--- config.mk ---
export PLATFORM = sky130hd
export DESIGN_NAME = display_mux8
export DESIGN_NICKNAME = d
export VERILOG_FILES = /design/src/rtl/display_mux8.sv
export SDC_FILE = /design/constraint.sdc
export NUM_CORES = 1
export LEC_CHECK = 0
export BUFFER_PORTS_ARGS = -buffer_cell sky130_fd_sc_hd__clkbuf_2
export CAP_MARGIN = 20
export CORE_ASPECT_RATIO = 1.75
export CORE_MARGIN = 3
export CORE_UTILIZATION = 35
export DETAILED_ROUTE_END_ITERATION = 10
export PLACE_DENSITY = 0.52
export RECOVER_POWER = 25
export SLEW_MARGIN = 10
export SYNTH_ARGS = -nofsm -noshare
export SYNTH_HDL_FRONTEND = slang
export SYNTH_SLANG_ARGS = --single-unit
--- constraint.sdc ---
create_clock -name clock -period 4.8 [get_ports clock]
set_input_delay 0.48 -clock clock [delete_from_list [all_inputs] [get_ports clock]]
set_output_delay 0.48 -clock clock [all_outputs]
set_load 0.03 [all_outputs]
--- src/rtl/display_mux8.sv ---
// Eight-digit multiplexed 7-segment driver with per-digit enable, blink and anti-ghost gap.
// One-cycle registered outputs; no backpressure, the scan free-runs every cycle.
module display_mux8 #(
    parameter int CLOCK_FREQ = 50000000,
    parameter int SCAN_HZ    = 8000,
    parameter int GAP        = 1,
    parameter int BLINK_HZ   = 2
) (
    input  logic        clock,
    input  logic        reset,
    input  logic [47:0] digits,
    input  logic [7:0]  blink,
    output logic [7:0]  an,
    output logic [7:0]  dec_ddp
);
    localparam int DIV = CLOCK_FREQ / SCAN_HZ;
    localparam int BH  = CLOCK_FREQ / (2 * BLINK_HZ);
    localparam int CW  = $clog2(DIV);
    localparam int BW  = (BH > 1) ? $clog2(BH) : 1;

    logic [CW-1:0] cnt_q, cnt_d;
    logic [2:0]    idx_q, idx_d;
    logic [BW-1:0] bcnt_q, bcnt_d;
    logic          phase_q, phase_d;
    logic [7:0]    an_q, an_d;
    logic [7:0]    seg_q, seg_d;
    logic [5:0]    dig [8];
    logic [5:0]    cur;
    logic          blank;

    for (genvar k = 0; k < 8; k++) begin : g_dig
        assign dig[k] = digits[6*k +: 6];
    end

    // Active-low {a,b,c,d,e,f,g}
    function automatic logic [6:0] seg7(input logic [3:0] v);
        logic [6:0] s;
        s = 7'b1111111;
        case (v)
            4'h0: s = 7'b0000001;
            4'h1: s = 7'b1001111;
            4'h2: s = 7'b0010010;
            4'h3: s = 7'b0000110;
            4'h4: s = 7'b1001100;
            4'h5: s = 7'b0100100;
            4'h6: s = 7'b0100000;
            4'h7: s = 7'b0001111;
            4'h8: s = 7'b0000000;
            4'h9: s = 7'b0000100;
            4'hA: s = 7'b0001000;
            4'hB: s = 7'b1100000;
            4'hC: s = 7'b0110001;
            4'hD: s = 7'b1000010;
            4'hE: s = 7'b0110000;
            4'hF: s = 7'b0111000;
            default: s = 7'b1111111;
        endcase
        return s;
    endfunction

    always_comb begin
        cnt_d   = cnt_q + 1'b1;
        idx_d   = idx_q;
        if (cnt_q == CW'(DIV - 1)) begin
            cnt_d = '0;
            idx_d = idx_q + 3'd1;
        end
        bcnt_d  = bcnt_q + 1'b1;
        phase_d = phase_q;
        if (bcnt_q == BW'(BH - 1)) begin
            bcnt_d  = '0;
            phase_d = ~phase_q;
        end

        // Inputs are sampled live, not latched at slot start.
        cur   = dig[idx_q];
        blank = (int'(cnt_q) < GAP) || !cur[5] || (blink[idx_q] && phase_q);
        an_d  = 8'hFF;
        seg_d = 8'hFF;
        if (!blank) begin
            an_d  = ~(8'd1 << idx_q);
            seg_d = {seg7(cur[4:1]), ~cur[0]};
        end
    end

    always_ff @(posedge clock or posedge reset) begin
        if (reset) begin
            cnt_q   <= '0;
            idx_q   <= '0;
            bcnt_q  <= '0;
            phase_q <= 1'b0;
            an_q    <= 8'hFF;
            seg_q   <= 8'hFF;
        end else begin
            cnt_q   <= cnt_d;
            idx_q   <= idx_d;
            bcnt_q  <= bcnt_d;
            phase_q <= phase_d;
            an_q    <= an_d;
            seg_q   <= seg_d;
        end
    end

    assign an      = an_q;
    assign dec_ddp = seg_q;
endmodule

==> summary.txt, run 1 <==
Synth
  • Seq/Total Area, Yosys: 0.4519
  • Synth Area in Compound Gates: 0.04848
  • Post-synth EDFFs: 0
  • Post-Syn Instances: 284
  • Synth top cells by count: 41 x dfrtp_1, 30 x nand2_1, 26 x nor2_1
  • Post-synth net total: 357
  • Avg Cell Area, Syn: 11.27 µm²
  • Post-synthesis adder-cell area fraction: 0.05864
  • Area of the mapped netlist: 0.003201 mm²
  • Ys Warns: 0
  • Mux contribution to synthesized area: 0.1396
  • Top cells by area, synth: dfrtp_1 32%, dfstp_2 13%, mux4_1 7.4%
  • Top_reg_cell synth: dfrtp_1
  • Asr flop ratio synth: 1.000
  • Synthesized flop and latch total: 57
  • Area share of the largest cell type after synthesis: 0.3206
  • Distinct cell type count after synthesis: 47
  • Xor and xnor fraction of the mapped netlist area: 0.08757
  • Most common cell in the netlist: dfrtp_1
  • Synth Area in Simple Gates: 0.1783
  • Largest family of logic cells by synthesized area: simple AND/OR/NAND/NOR gates
  • Post-synth top area cell: dfrtp_1

Layout
  • Share of cells above drive strength 1: 0.3251
  • Ant diodes: 0
  • Finished Core Util: 0.4503
  • Synthesis-to-layout area growth: 23.57%
  • Final instance area: 0.003955 mm²
  • Nets: 434

Timing
  • Min Tclk post-route: 2.957 ns
  • Hold_ws: 0.4761 ns
  • Final Slew Violations: 58
  • Fmax: 338.2 MHz
  • # setup viols final: 0
  • Final TNS setup: 0 ns
  • Final hold vios: 0
  • Max Clock Skew: 0.005506 ns
  • Slew Limit Headroom: -0.9854
  • Worst Tran Pin Value: 2.978 ns
  • Tcrit/Tclk final: 0.6160
  • RSZ-0062 raised after global routing: no

Global route
  • Vias in the first global route: 2413
  • GR Overflow Total: 0
  • Initial antenna violation count: 0
  • First-pass GRT wire length: 11440 µm
  • Largest net degree at the start of global routing: 58
  • GRT Total Usage: 0.1395

Critical path
  • RR Endpoint: dec_ddp[4]
  • R2R cell count: 8
  • FF-to-FF setup slack: 2.14 ns
  • Worst Path Arrival: 2.73 ns
  • Worst EP required: 4.57 ns
  • Crit path launch type: input port
  • Crit Path Max Fanout: 57
  • Critical Path Sink Type: asynchronous set/reset pin
  • Worst Setup Path Type: in -> async
  • FF-to-FF Start: idx_q[0]

Power
  • Worst VDD drop: 0.2216 mV
  • Lkg Pwr: 1.814 nW
  • Pwr dens: 306.1 mW/mm²

CTS
  • Gates resized, CTS repair: 0
  • Hold bufs inserted after CTS: 0
  • Clock Latency Late Sink: 0.32 ns
  • H-tree Lvls: 3
  • CTS root buffer: clkbuf_16
  • CTS max path bufs: 2
  • Post CTS Setup Buffer Count: 0
  • CTS tree: done
  • Reg clk slew, reported paths: 0.05 ns
  • CTS buffer count: 9
  • CTS Sinks: 57

Die
  • Die height: 132.5 µm
  • Initial core utilization: 0.3644
  • Die Wd: 78.29 µm
  • Num rows: 45
  • # IOs: 74
  • Die ar.: 0.01037 mm²
  • Core box area: 0.008783 mm²

Run
  • Max Cap Viol: 1

Worst hold path
  • Critical hold path startpoint: bcnt_q[0]
  • Hold depth: 1
  • Hold path endpoint: bcnt_q[0]
  • Hold WC Path Type: reg -> reg

Outcome
  • Violated checks: capacitance limit, slew limit
  • Status: finished with violations

Placement
  • Final GP Congestion: 0.7704
  • DP Area: 0.003659 mm²
  • HPWL after DPL: 4811 µm
  • Port bufs: 73

Routing
  • Avg WL per Cell: 13.46 µm
  • Detailed Routing Iterations Pass 1: 4
  • Number of remaining DRC errors: 0
  • First DRT Iteration DRCs: 34
  • Vias per Instance: 4.816
  • Total wire length: 6501 µm
  • Antenna Nets Post-Route: 0
  • Total number of vias: 2326
[per-stage QoR]
stage	setup slack [ns]	power, mW	cells
2_1_floorplan	2.543	0.5532	284
3_3_place_gp	2.169	0.5855	467
3_5_place_dp	2.118	0.5864	467
4_1_cts	2.086	1.234	483
5_1_grt	1.091	1.262	483
6_report	1.843	1.211	483
[placed cells by master (no fill, tap or decap), types with 3 or more instances in the layout]
cell	synthesis	final
clkbuf_1	1	3
o21ai_1	4	4
and3_1	7	7
mux4_2	5	5
ha_1	15	15
clkbuf_2	0	73
nor4_1	4	4
dfrtp_1	41	41
mux4_1	9	9
mux2i_1	3	3
nand4_1	4	4
xnor2_1	18	18
inv_1	10	10
xor2_1	14	14
o21ai_0	3	3
clkbuf_16	0	9
dfstp_2	16	16
mux2i_4	3	3
nand3_1	17	17
nor2b_1	3	3
a21oi_1	6	6
nor2_1	26	26
nor3_1	8	8
nand2_1	30	30
[registers in the layout (all words and copies together), names as in the netlist]
register  count
idx_q         3
dec_ddp       8
cnt_q        13
phase_q       1
bcnt_q       24
an            8
[critical path, stage by stage]
cell and delay (ns):
clkbuf_2 0.08, inv_1 0.04, clkbuf_1 2.08
[kinds of logic (layout without fill, tap and decap cells)]
logic type | count (synthesis) | after routing
simple gates | 115 | 115
compound gates | 24 | 24
xor+xnor | 32 | 32
flops | 57 | 57
fa+ha+maj | 15 | 15
mux | 20 | 20
buf+inv | 21 | 103
[final cells by class]
class	instances	area [µm²]
Clock inverter	3	40.04
Timing Repair Buffer	75	376.6
Inverter	12	45.04
Fill cell	872	4828
Sequential cell	57	1446
Tap cell	117	146.4
Multi-Input combinational cell	206	1640
Clock buffer	13	260.3
[power by group]
part / switching, mW / internal [mW]
Combinational: 0.0454 / 0.0378
Clock: 0.207 / 0.427
Sequential: 0.00178 / 0.491
Total: 0.254 / 0.957
[worst max-delay path by stage]
stage,start,to,slack [ns],cells after the start
2_1_floorplan,idx_q[1],dec_ddp[4],2.54,9
3_3_place_gp,idx_q[0],dec_ddp[4],2.17,8
3_5_place_dp,idx_q[1],dec_ddp[4],2.12,8
4_1_cts,idx_q[1],dec_ddp[4],2.09,8
5_1_grt,reset,bcnt_q[12],1.09,3
6_report,reset,bcnt_q[14],1.84,3
[per-layer routing]
metal,global-route usage,wire length (µm)
met5,0,0
met4,0.08658,182
met3,0.02861,351
met2,0.2333,3262
met1,0.1605,2705
(Power assumes the default switching activity.)
==> run 2: changes to the inputs <==
ABC_AREA = 1   (was unset)
PLACE_DENSITY = 0.53   (was 0.52)
clock period = 2.4 ns   (was 4.8 ns; I/O delays follow)
==> run 2 against run 1 <==
The run now ends clean. Worst hold slack got worse by 0.16 ns. Via count grew 48%. Critical path depth grew 8. Critical path type is now reg -> reg. Highest routed layer unchanged.
==> summary.txt, run 2 <==
Critical path
  • Buffers & Inverters on Critical Path: 2 (-1)
  • Slowest-stage cell, CP: dfrtp_1
  • Crit Path Max Fanout: 30 (-47%)
  • CP peak stage delay: 0.34 ns (-1.74 ns)
  • Critical Path Sink Type: register
  • Worst Path Arrival: 2.10 ns (-0.63 ns)
  • Worst Setup Path Type: reg -> reg
  • Crit path max-delay family: simple AND/OR/NAND/NOR gates
  • Worst EP required: 2.64 ns (-1.93 ns)
  • Crit path launch type: register
  • Critical path cell sequence: buf_4 > nand2_1 > nand2_1 > nand2_1 > nand3_1 > nand2_1 > ha_1 > inv_1 > nand3_1 > nand3_1 > nand3_1

Die
  • Num rows: 49 (+8.9%)
  • Core box area: 0.01036 mm² (+18%)
  • Die height: 142.5 µm (+7.6%)
  • Die Wd: 84.02 µm (+7.3%)
  • Initial core utilization: 0.3599 (-0.004528)
  • # IOs: 74 (unchanged)
  • Die ar.: 0.01198 mm² (+15%)

Synth
  • Area share of the largest cell type after synthesis: 0.2752 (-0.04540)
  • Asr flop ratio synth: 1.000 (unchanged)
  • Avg Cell Area, Syn: 7.048 µm² (-37%)
  • Ys Warns: 0 (unchanged)
  • Seq/Total Area, Yosys: 0.3879 (-0.06400)
  • Area of the mapped netlist: 0.003729 mm² (+16%)
  • Most common cell in the netlist: nand2_1
  • Synthesized flop and latch total: 57 (unchanged)
  • Top_reg_cell synth: dfrtp_1
  • Post-synth top area cell: dfrtp_1
  • Post-Syn Instances: 529 (+86%)
  • Post-synth net total: 602 (+69%)
  • Synth top cells by count: 167 x nand2_1, 84 x inv_1, 64 x nand3_1
  • Post-synth EDFFs: 0 (unchanged)
  • Top cells by area, synth: dfrtp_1 28%, nand2_1 17%, dfstp_2 11%
  • Distinct cell type count after synthesis: 28 (-40%)

Power
  • Lkg Pwr: 2.430 nW (+34%)
  • Worst VDD drop: 0.4880 mV (+120%)
  • Pwr dens: 542.0 mW/mm² (+77%)

Timing
  • RSZ-0062 raised after global routing: no
  • # setup viols final: 0 (unchanged)
  • Final TNS setup: 0 ns (unchanged)
  • Min Tclk post-route: 1.868 ns
  • Worst Tran Pin Value: 0.9796 ns (-1.999 ns)
  • Final Slew Violations: 0 (-100%)
  • Max Clock Skew: 0.009200 ns (+0.003694 ns)
  • Final hold vios: 0 (unchanged)
  • Slew Limit Headroom: 0.3470 (+1.332)
  • Hold_ws: 0.3177 ns (-0.1583 ns)
  • Tcrit/Tclk final: 0.7784
  • Fmax: 535.3 MHz

CTS
  • Post CTS Setup Buffer Count: 0 (unchanged)
  • Gates resized, CTS repair: 0 (unchanged)
  • CTS Sinks: 57 (unchanged)
  • CTS tree: done
  • Reg clk slew, reported paths: 0.06 ns (about the same)
  • Hold bufs inserted after CTS: 1 (+1)
  • CTS buffer count: 9 (unchanged)
  • CTS root buffer: clkbuf_16
  • CTS max path bufs: 2 (unchanged)
  • H-tree Lvls: 3 (unchanged)
  • Clock Latency Late Sink: 0.33 ns (about the same)

Routing
  • First DRT Iteration DRCs: 104 (+210%)
  • Total number of vias: 3451 (+48%)
  • Vias per Instance: 4.651 (-3.4%)
  • Detailed Routing Iterations Pass 1: 4 (unchanged)
  • Total wire length: 9363 µm (+44%)
  • Avg WL per Cell: 12.62 µm (-6.2%)
  • Antenna Nets Post-Route: 0 (unchanged)
  • Number of remaining DRC errors: 0 (unchanged)

Layout
  • Top reg by flops: bcnt_q
  • Synthesis-to-layout area growth: 21.51%
  • Finished Core Util: 0.4373 (-0.01302)
  • Most common cell after layout, fill and taps aside: nand2_1
  • Most frequent cells in the layout: 167 x nand2_1, 84 x inv_1, 74 x clkbuf_2
  • Share of cells above drive strength 1: 0.2114 (-0.1138)
  • Biggest regs: bcnt_q x24, cnt_q x13
  • Largest register FFs: 24 (unchanged)
  • Nets: 683 (+57%)
  • Ant diodes: 0 (unchanged)

Placement
  • Port bufs: 73 (unchanged)
  • Final GP Congestion: 0.8349 (+8.4%)
  • HPWL after DPL: 7569 µm (+57%)

Global route
  • Vias in the first global route: 3453 (+43%)
  • First-pass GRT wire length: 15650 µm (+37%)
  • GR Overflow Total: 0 (unchanged)
  • Largest net degree at the start of global routing: 31 (-47%)
  • Initial antenna violation count: 0 (unchanged)
  • GRT Total Usage: 0.1638 (+0.02437)

Run
  • Max Cap Viol: 0 (-1)

Outcome
  • Status: complete, no violations

Worst hold path
  • Hold WC Path Type: in -> reg
run 2: changes by cell type in the layout (fill, tap and decap cells not counted), moves of 5 or more:
cell / change
o21ai_0: +6
nand3_1: +47
nand2_1: +137
mux4_2: -5
xnor2_1: -13
nor2_1: +25
and3_1: -7
inv_1: +74
mux4_1: -9
run 2: final timing paths:
path / from / endpoint / slack, ns / cells past startpoint
min in group asynchronous: reset / cnt_q[11] / 0.53 / 3
max in group asynchronous: reset / bcnt_q[1] / 0.57 / 4
setup reg to reg: idx_q[0] / dec_ddp[7] / 0.53 / 11
setup / recovery: idx_q[0] / dec_ddp[7] / 0.53 / 11
hold / removal: digits[36] / dec_ddp[0] / 0.32 / 5
hold reg to reg: cnt_q[6] / cnt_q[6] / 0.49 / 1
run 2: per-layer routing:
layer  track usage  up-vias  wire [µm]
li1              -     1796          -
met1        0.1708     1534       3656
met2        0.3143       98       5026
met3       0.02665       23        387
met4       0.07542        0        293
met5             0        -          0
run 2: through the flow:
step	total power, mW	worst slack [ns]	cells	area, µm²
2_1_floorplan	1.112	0.7674	529	3729
3_3_place_gp	1.195	0.5174	725	4227
3_5_place_dp	1.195	0.4993	725	4227
4_1_cts	2.484	0.4826	742	4537
5_1_grt	2.550	0.1653	742	4531
6_report	2.455	0.5319	742	4531
run 2: layout make-up:
class / instances / area, µm²
inverter: 87 / 326.6
timing repair buffer: 81 / 421.7
fill: 1088 / 5831
tap: 127 / 158.9
clock inverter: 3 / 40.04
multi-input combinational: 374 / 1877
sequential: 57 / 1446
clock buffer: 13 / 260.3
run 2: worst reg2reg max path: stages (launching register included):
cell and delay [ns]:
dfrtp_1 0.34, buf_4 0.30, nand2_1 0.10, nand2_1 0.08, nand2_1 0.05, nand3_1 0.07
nand2_1 0.16, ha_1 0.29, inv_1 0.11, nand3_1 0.09, nand3_1 0.09, nand3_1 0.09
run 2: cells by family (layout without fill, tap and decap cells):
kind of cell,Yosys count,in the layout,share of synthesized area
and+or+nand+nor,321,321,0.3805
adders and majority gates,15,15,0.05034
AOI/OAI and AO/OA,21,21,0.03255
xor gates and xnor gates,17,17,0.03993
buffers and inverters,98,184,0.1087
DFF,57,57,0.3879
run 2: power breakdown:
part           switching, mW  internal [mW]
logic                  0.115         0.0750
registers            0.00341          0.982
clock network          0.425          0.855
total                  0.543           1.91
